**src/rtl/npc_pkg.sv**
```systemverilog
// Shared NPC front-end definitions: reset vector, fetch stride and IFU FSM encoding.
// Used by both the IDU and the IFU.
package npc_pkg;

    localparam logic [63:0] RESET_PC_DEFAULT = 64'h0000_0000_8000_0000;
    localparam logic [63:0] INST_STRIDE      = 64'd4;

    localparam logic [1:0] IFU_REQ  = 2'd0;
    localparam logic [1:0] IFU_WAIT = 2'd1;
    localparam logic [1:0] IFU_HOLD = 2'd2;

    function automatic logic [63:0] align_pc(input logic [63:0] pc);
        return {pc[63:2], 2'b00};
    endfunction

endpackage

```
**src/rtl/ifu.sv**
```systemverilog
// Instruction fetch unit: issues one fetch at a time, buffers the returned word for the decoder,
// and follows redirects from any state, discarding responses that belong to the old stream.
module ifu
    import npc_pkg::*;
#(
    parameter logic [63:0] RESET_PC = RESET_PC_DEFAULT
) (
    input  logic        clk,
    input  logic        rst,
    output logic        req_valid,
    output logic [63:0] req_addr,
    input  logic        req_ready,
    input  logic        resp_valid,
    input  logic [31:0] resp_data,
    output logic        inst_valid,
    output logic [31:0] inst,
    output logic [63:0] inst_pc,
    input  logic        inst_ready,
    input  logic        redirect_valid,
    input  logic [63:0] redirect_pc,
    output logic [63:0] inst_count
);

    logic [1:0]  r_state;
    logic [63:0] r_pc;
    logic        r_kill;
    logic [31:0] r_inst;
    logic [63:0] r_inst_pc;
    logic [63:0] r_inst_count;

    logic        w_req_hs;
    logic        w_inst_hs;
    logic [63:0] w_redirect_pc;

    assign w_redirect_pc = align_pc(redirect_pc);

    // A redirect cycle never issues a request, so the stale pc cannot leak onto the bus.
    assign req_valid  = (r_state == IFU_REQ) && !redirect_valid && !rst;
    assign req_addr   = r_pc;
    assign inst_valid = (r_state == IFU_HOLD);
    assign inst       = r_inst;
    assign inst_pc    = r_inst_pc;
    assign inst_count = r_inst_count;

    assign w_req_hs  = req_valid && req_ready;
    assign w_inst_hs = inst_valid && inst_ready;

    // NOTE: all state uses non-blocking assignments so every register samples pre-edge values.
    always_ff @(posedge clk or posedge rst) begin
        if (rst) begin
            r_state      <= IFU_REQ;
            r_pc         <= RESET_PC;
            r_kill       <= 1'b0;
            r_inst       <= 32'd0;
            r_inst_pc    <= 64'd0;
            r_inst_count <= 64'd0;
        end else begin
            if (w_inst_hs) begin
                r_inst_count <= r_inst_count + 64'd1;
            end

            if (redirect_valid) begin
                r_pc <= w_redirect_pc;
            end else if (w_inst_hs) begin
                r_pc <= r_pc + INST_STRIDE;
            end

            case (r_state)
                IFU_REQ: begin
                    if (w_req_hs) begin
                        r_state <= IFU_WAIT;
                    end
                end
                IFU_WAIT: begin
                    // Kill marks the in-flight response as belonging to the abandoned stream.
                    if (resp_valid) begin
                        r_kill <= 1'b0;
                        if (redirect_valid || r_kill) begin
                            r_state <= IFU_REQ;
                        end else begin
                            r_inst    <= resp_data;
                            r_inst_pc <= r_pc;
                            r_state   <= IFU_HOLD;
                        end
                    end else if (redirect_valid) begin
                        r_kill <= 1'b1;
                    end
                end
                IFU_HOLD: begin
                    if (redirect_valid || inst_ready) begin
                        r_state <= IFU_REQ;
                    end
                end
                default: begin
                    r_state <= IFU_REQ;
                end
            endcase
        end
    end

endmodule

```
**config.mk**
```make
export PLATFORM = sky130hd
export DESIGN_NAME = ifu
export DESIGN_NICKNAME = d
export VERILOG_FILES = /design/src/rtl/npc_pkg.sv /design/src/rtl/ifu.sv
export SDC_FILE = /design/constraint.sdc
export NUM_CORES = 1
export LEC_CHECK = 0
export CORE_AREA = 2 2 155 157
export CTS_CLUSTER_DIAMETER = 80
export DETAILED_ROUTE_END_ITERATION = 16
export DIE_AREA = 0 0 157 159
export PLACE_DENSITY_LB_ADDON = 0.1
export SYNTH_ARGS = -nofsm -noshare
export SYNTH_HDL_FRONTEND = slang
export SYNTH_SLANG_ARGS = --single-unit
```
**constraint.sdc**
```tcl
create_clock -name clk -period 9.69 [get_ports clk]
set_input_delay 1.938 -clock clk [delete_from_list [all_inputs] [get_ports clk]]
set_output_delay 1.938 -clock clk [all_outputs]
set_load 0.02 [all_outputs]
```
# After elaboration in Yosys (flattened, before gate mapping)
# Index checks and enable logic that the tools add are counted.
# word_totals
regBits	227
in_bits	102
output_inout_bits	226
word_cells	37
# classes
n_addsub	2
eq_ne	5
n_mux	9
bitwise	1
reduce_logical	14
# op_table
operator	count
two-way mux 64 bit	2
adder 64 x 1 -> 64 bit (second input constant)	1
adder 64 x 3 -> 64 bit (second input constant)	1
two-way mux 2 bit	4
case mux 2 bit (3 select lines)	1
AND reduction 3 bit	2
logical AND 1 bit	4
inequality test 2 bit (second input constant)	2
nonzero test 2 bit	2
equality test 2 x 1 -> 1 bit (second input constant)	1
equality test 2 bit (second input constant)	1
logical NOT 1 bit	2
logical NOT 2 bit	1
logical OR 1 bit	2
two-way mux 1 bit	2
inequality test 2 x 1 -> 1 bit (second input constant)	1
AND reduction 2 bit	1
NOT 1 bit	1

# Logic depth before layout (Yosys ltp)
# depth
word_depth	6
depth_mapped	7
depth_no_buf	6

# Least setup slack after synthesis
# OpenSTA, ideal clock, no wires.
# synth_path
path_kind	input to output
start	in redirect_valid
end	out req_valid
t_arrival_ns	3.125
t_required_ns	7.752
slack_ns	4.627
cell_stages	3
path_buffers	2
path_cell_list	clkbuf_1 > buf_1 > nor4_1
# synth_via
elab_chain_cells	3
# synth_rtl
element	line_no	text
start, declared	ifu.sv:19	input logic redirect_valid,
logical NOT 1 bit	ifu.sv:38	assign req_valid = (r_state == IFU_REQ) && !redirect_valid && !rst;
logical AND 1 bit (2 in a row)	ifu.sv:38	
end, declared	ifu.sv:10	output logic req_valid,
# No other way between the ends.

# Worst setup path in the final report
# Ends and elaborated chain as after synthesis.

==> impl_metrics.prom <==
# TYPE chip_impl_metric gauge
chip_impl_metric{name="sequentialPowerShare",unit=""} 0.393
chip_impl_metric{name="post_synth.cell_area_avg",unit="um^2"} 11.1
chip_impl_metric{name="sequential_share_of_the_synthesized_area",unit=""} 0.543
chip_impl_info{name="run_status",value="finished, final reports clean"} 1
chip_impl_metric{name="sw_frac_of_total",unit=""} 0.305
chip_impl_metric{name="final_critical_period",unit="ns"} 5.49
chip_impl_metric{name="routed_via_density",unit=""} 5.25
chip_impl_metric{name="placed_cell_area",unit="um^2"} 13800
chip_impl_metric{name="vdd_ir_drop_max",unit="mV"} 0.163
chip_impl_metric{name="synth-seq-cells",unit=""} 223
chip_impl_metric{name="drv.max_cap_violation_count",unit=""} 0
chip_impl_metric{name="post-cts-setup-buffer-count",unit=""} 0
chip_impl_metric{name="total_switching_power",unit="mW"} 1.00
chip_impl_metric{name="synth_top_area_share",unit=""} 0.541
chip_impl_metric{name="filler_cell_count_in_the_final_layout",unit=""} 1895
chip_impl_metric{name="synth-compound-area-share",unit=""} 0.0470
chip_impl_metric{name="grt_pass1_wl",unit="mm"} 45.5
chip_impl_metric{name="post-place-cells",unit=""} 1531
chip_impl_metric{name="cts_sinks",unit=""} 223
chip_impl_metric{name="finalMaxSlewViolations",unit=""} 0
chip_impl_metric{name="finalNonFillerCells",unit=""} 1578
chip_impl_metric{name="starting_density_of_the_core",unit=""} 0.443
chip_impl_metric{name="dr.first_iter.drc_count",unit=""} 446
chip_impl_metric{name="critical_path_arrival",unit="ns"} 3.55
chip_impl_metric{name="global_route.usage.total",unit=""} 0.227
chip_impl_metric{name="yosysWarningCount",unit=""} 0
chip_impl_metric{name="nets",unit=""} 1344
chip_impl_info{name="netlist_top_cells_area",value="dfrtp_1 (54%), mux2_2 (11%), xor2_1 (5.4%), nand2_1 (3.6%), xnor2_1 (3.4%)"} 1
chip_impl_metric{name="floorplan.die_area",unit="um^2"} 25000
chip_impl_metric{name="leakage",unit="nW"} 6.09
chip_impl_metric{name="syn-cell-area",unit="um^2"} 10300
chip_impl_metric{name="drive_above_1_share",unit=""} 0.120
chip_impl_metric{name="setup-tns-final",unit="ns"} 0
chip_impl_info{name="startpoint_type",value="input pin"} 1
chip_impl_metric{name="synth.lib_cells_used.distinct",unit=""} 49
chip_impl_metric{name="cts.clk_slew.worst_paths",unit="ns"} 0.06
chip_impl_metric{name="fin_worst_skew",unit="ns"} 0.0105
chip_impl_metric{name="final-setup-viol-count",unit=""} 0
chip_impl_metric{name="async_set_or_reset_flop_fraction_in_the_synthesized_netlist",unit=""} 1.00
chip_impl_metric{name="summed_area_of_non_filler_cells_in_the_final_layout",unit="um^2"} 14600
chip_impl_info{name="synth_common_cells",value="dfrtp_1 (222), nand2_1 (98), mux2_2 (96)"} 1
chip_impl_metric{name="post_cts_resized",unit=""} 0
chip_impl_metric{name="p_comb_frac",unit=""} 0.319
chip_impl_metric{name="drc_errors",unit=""} 0
chip_impl_metric{name="post_synth_xor_area_fraction",unit=""} 0.0878
chip_impl_metric{name="first_global_vias",unit=""} 8094
chip_impl_metric{name="h-tree-depth",unit=""} 1
chip_impl_info{name="main_combinational_cell_family_by_area_after_synthesis",value="simple AND/OR/NAND/NOR gates"} 1
chip_impl_info{name="critical_path_endpoint_category",value="primary output"} 1
chip_impl_metric{name="timing_hold_violations_final",unit=""} 0
chip_impl_metric{name="cts-root-to-sink-buffers",unit=""} 3
chip_impl_metric{name="synth-edff-count",unit=""} 0
chip_impl_metric{name="grt_remaining_overflow",unit=""} 0
chip_impl_metric{name="place_ws",unit="ns"} 4.17
chip_impl_info{name="post-synth-top-area-cell",value="dfrtp_1"} 1
chip_impl_info{name="worstSetupPathType",value="in2out"} 1
chip_impl_info{name="path_cells",value="buf_4 > nor4_1 > clkdlybuf4s50_1"} 1
chip_impl_metric{name="cp.buffers_inverters",unit=""} 2
chip_impl_info{name="tritoncts_clock_tree",value="yes"} 1
chip_impl_metric{name="finalCritPeriodShare",unit=""} 0.567
chip_impl_metric{name="worst_skew_pair.late_latency",unit="ns"} 0.52
chip_impl_metric{name="antenna_viol_nets_final",unit=""} 0
chip_impl_metric{name="cp_data_required_time",unit="ns"} 7.75
chip_impl_metric{name="intPower",unit="mW"} 2.28
chip_impl_metric{name="routabilityCongestion",unit=""} 0.827
chip_impl_metric{name="pin_count_of_the_biggest_net_entering_global_routing",unit=""} 154
chip_impl_metric{name="cts_made_buffers",unit=""} 26
chip_impl_metric{name="antenna_violations_before_repair",unit=""} 4
chip_impl_metric{name="holdBufCountCts",unit=""} 0
chip_impl_info{name="unrepaired_setup_endpoints_after_global_routing",value="no"} 1
chip_impl_metric{name="fp-row-count",unit=""} 56
chip_impl_info{name="worst_hold_path_type",value="reg2reg"} 1
chip_impl_metric{name="share_clk_of_total_power",unit=""} 0.289
chip_impl_metric{name="die_h",unit="um"} 159
chip_impl_metric{name="ios",unit=""} 328
chip_impl_info{name="crit_path_top_delay_cell",value="clkdlybuf4s50_1"} 1
chip_impl_metric{name="timing_limited_maximum_frequency",unit="MHz"} 182
chip_impl_metric{name="synthesized_instance_count",unit=""} 924
chip_impl_metric{name="synth_mux_area_frac",unit=""} 0.109
chip_impl_metric{name="port_buffers",unit=""} 321
chip_impl_metric{name="drtPass1Iterations",unit=""} 4
chip_impl_metric{name="slew_headroom",unit=""} 0.301
chip_impl_info{name="synthMostInstantiatedCell",value="dfrtp_1"} 1
chip_impl_info{name="clockRootBuffer",value="clkbuf_16"} 1
chip_impl_metric{name="core-area",unit="um^2"} 23200
chip_impl_metric{name="critical-path-max-stage-delay",unit="ns"} 0.72
chip_impl_metric{name="wl_per_cell",unit="um"} 18.2
chip_impl_metric{name="area_growth",unit="%"} 42.3
chip_impl_metric{name="chipWidth",unit="um"} 157
chip_impl_metric{name="totalWireLength",unit="mm"} 28.7
chip_impl_metric{name="hpwl_reported_at_the_end_of_detailed_placement",unit="mm"} 20.2
chip_impl_metric{name="synth_adder_area_share",unit=""} 0.00244
chip_impl_info{name="leading_register_cell_type_out_of_synthesis",value="dfrtp_1"} 1
chip_impl_metric{name="critPathMaxFanout",unit=""} 110
chip_impl_metric{name="post-route-worst-setup-slack",unit="ns"} 4.20
chip_impl_metric{name="power_density",unit="nW/um^2"} 225
chip_impl_metric{name="synth_simple_gate_area_frac",unit=""} 0.186
chip_impl_metric{name="tightest_slew",unit="ns"} 1.05
chip_impl_info{name="cpLargestDelayFamily",value="buffers and inverters"} 1
chip_impl_metric{name="routed-via-count",unit=""} 8287
-- metal layers --
metal | global-route usage | vias up | share of wire
met2 | 0.350 | 264 | 0.46
met1 | 0.319 | 4032 | 0.44
met3 | 0.0572 | 50 | 0.074
met4 | 0.0663 | 2 | 0.025
li1 | - | 3939 | -
met5 | 0 | - | 0.00045
-- logic make-up after synthesis --
| family | after synthesis |
|---|---|
| simple gates | 357 |
| flops | 223 |
| xor+xnor | 103 |
| mux | 100 |
| compound gates | 80 |
| buf+inv | 58 |
| fa+ha+maj | 2 |
| other cells | 1 |
-- through the flow --
stage / total power [mW] / hold slack [ns] / util
after floorplan: 1.80 / 0.493 / -
after detailed placement: 2.36 / 0.458 / 0.594
after global routing: 3.45 / 0.486 / 0.630
final: 3.29 / 0.464 / 0.630
after global placement: 2.35 / 0.458 / 0.594
after CTS: 3.33 / 0.467 / 0.630
-- flip-flops by register name, indices dropped and copies added, names as in the netlist --
signal and flops:
req_addr 62, inst_pc 62, inst 32, r_kill 1, r_state 2, inst_count 64
-- path summary, 6_finish.rpt --
kind / from / end / slack, ns / cells after the start
min: inst_count[63]$_DFFE_PP0P_ / inst_count[63]$_DFFE_PP0P_ / 0.46 / 1
min in group asynchronous: rst / req_addr[39]$_DFFE_PP0N_ / 2.11 / 2
min reg2reg: inst_count[63]$_DFFE_PP0P_ / inst_count[63]$_DFFE_PP0P_ / 0.46 / 1
max reg2reg: req_addr[31]$_DFFE_PP1N_ / req_addr[58]$_DFFE_PP0N_ / 6.64 / 5
max in group asynchronous: rst / inst_pc[22]$_DFFE_PP0P_ / 6.03 / 3
max: redirect_valid / req_valid / 4.20 / 3
-- layout by cell type, fill, tap and decap left out, drive strengths merged, types with 3 or more instances in the layout --
master / synthesis / routed
and3: 12 / 12
diode: 0 / 3
a221o: 3 / 3
or4: 17 / 17
inv: 14 / 14
nor2: 40 / 40
nor4: 24 / 24
nor2b: 6 / 6
nand4: 39 / 39
mux2: 96 / 96
or3: 4 / 4
and4: 11 / 11
conb: 1 / 4
and2: 4 / 4
nand3: 54 / 54
buf: 19 / 8
o21ai: 42 / 42
dfrtp: 222 / 222
clkbuf: 24 / 41
clkinv: 1 / 3
clkdlybuf4s50: 0 / 320
a31oi: 13 / 13
mux2i: 4 / 4
o31ai: 9 / 9
nand2: 98 / 98
nor3: 39 / 39
xnor2: 40 / 40
a21oi: 4 / 4
xor2: 63 / 63
-- power by group through the flow --
stage / registers (mW) / clock network [mW] / logic [mW]
final: 1.29 / 0.950 / 1.05
after global routing: 1.33 / 1.02 / 1.10
after CTS: 1.29 / 0.976 / 1.06
after detailed placement: 1.31 / 0 / 1.06
after global placement: 1.30 / 0 / 1.05
after floorplan: 1.56 / 0 / 0.242
-- area by class of cell --
class	count	area [um^2]	area share
tap	319	399	0.0273
antenna	3	7.51	0.000514
sequential	223	5580	0.382
inverter	15	63.8	0.00437
timing repair buffer	328	3260	0.223
multi-input combinational	646	4470	0.306
clock inverter	3	40.0	0.00274
clock buffer	41	788	0.0540
No activity file was read; power rests on OpenSTA's default activity.
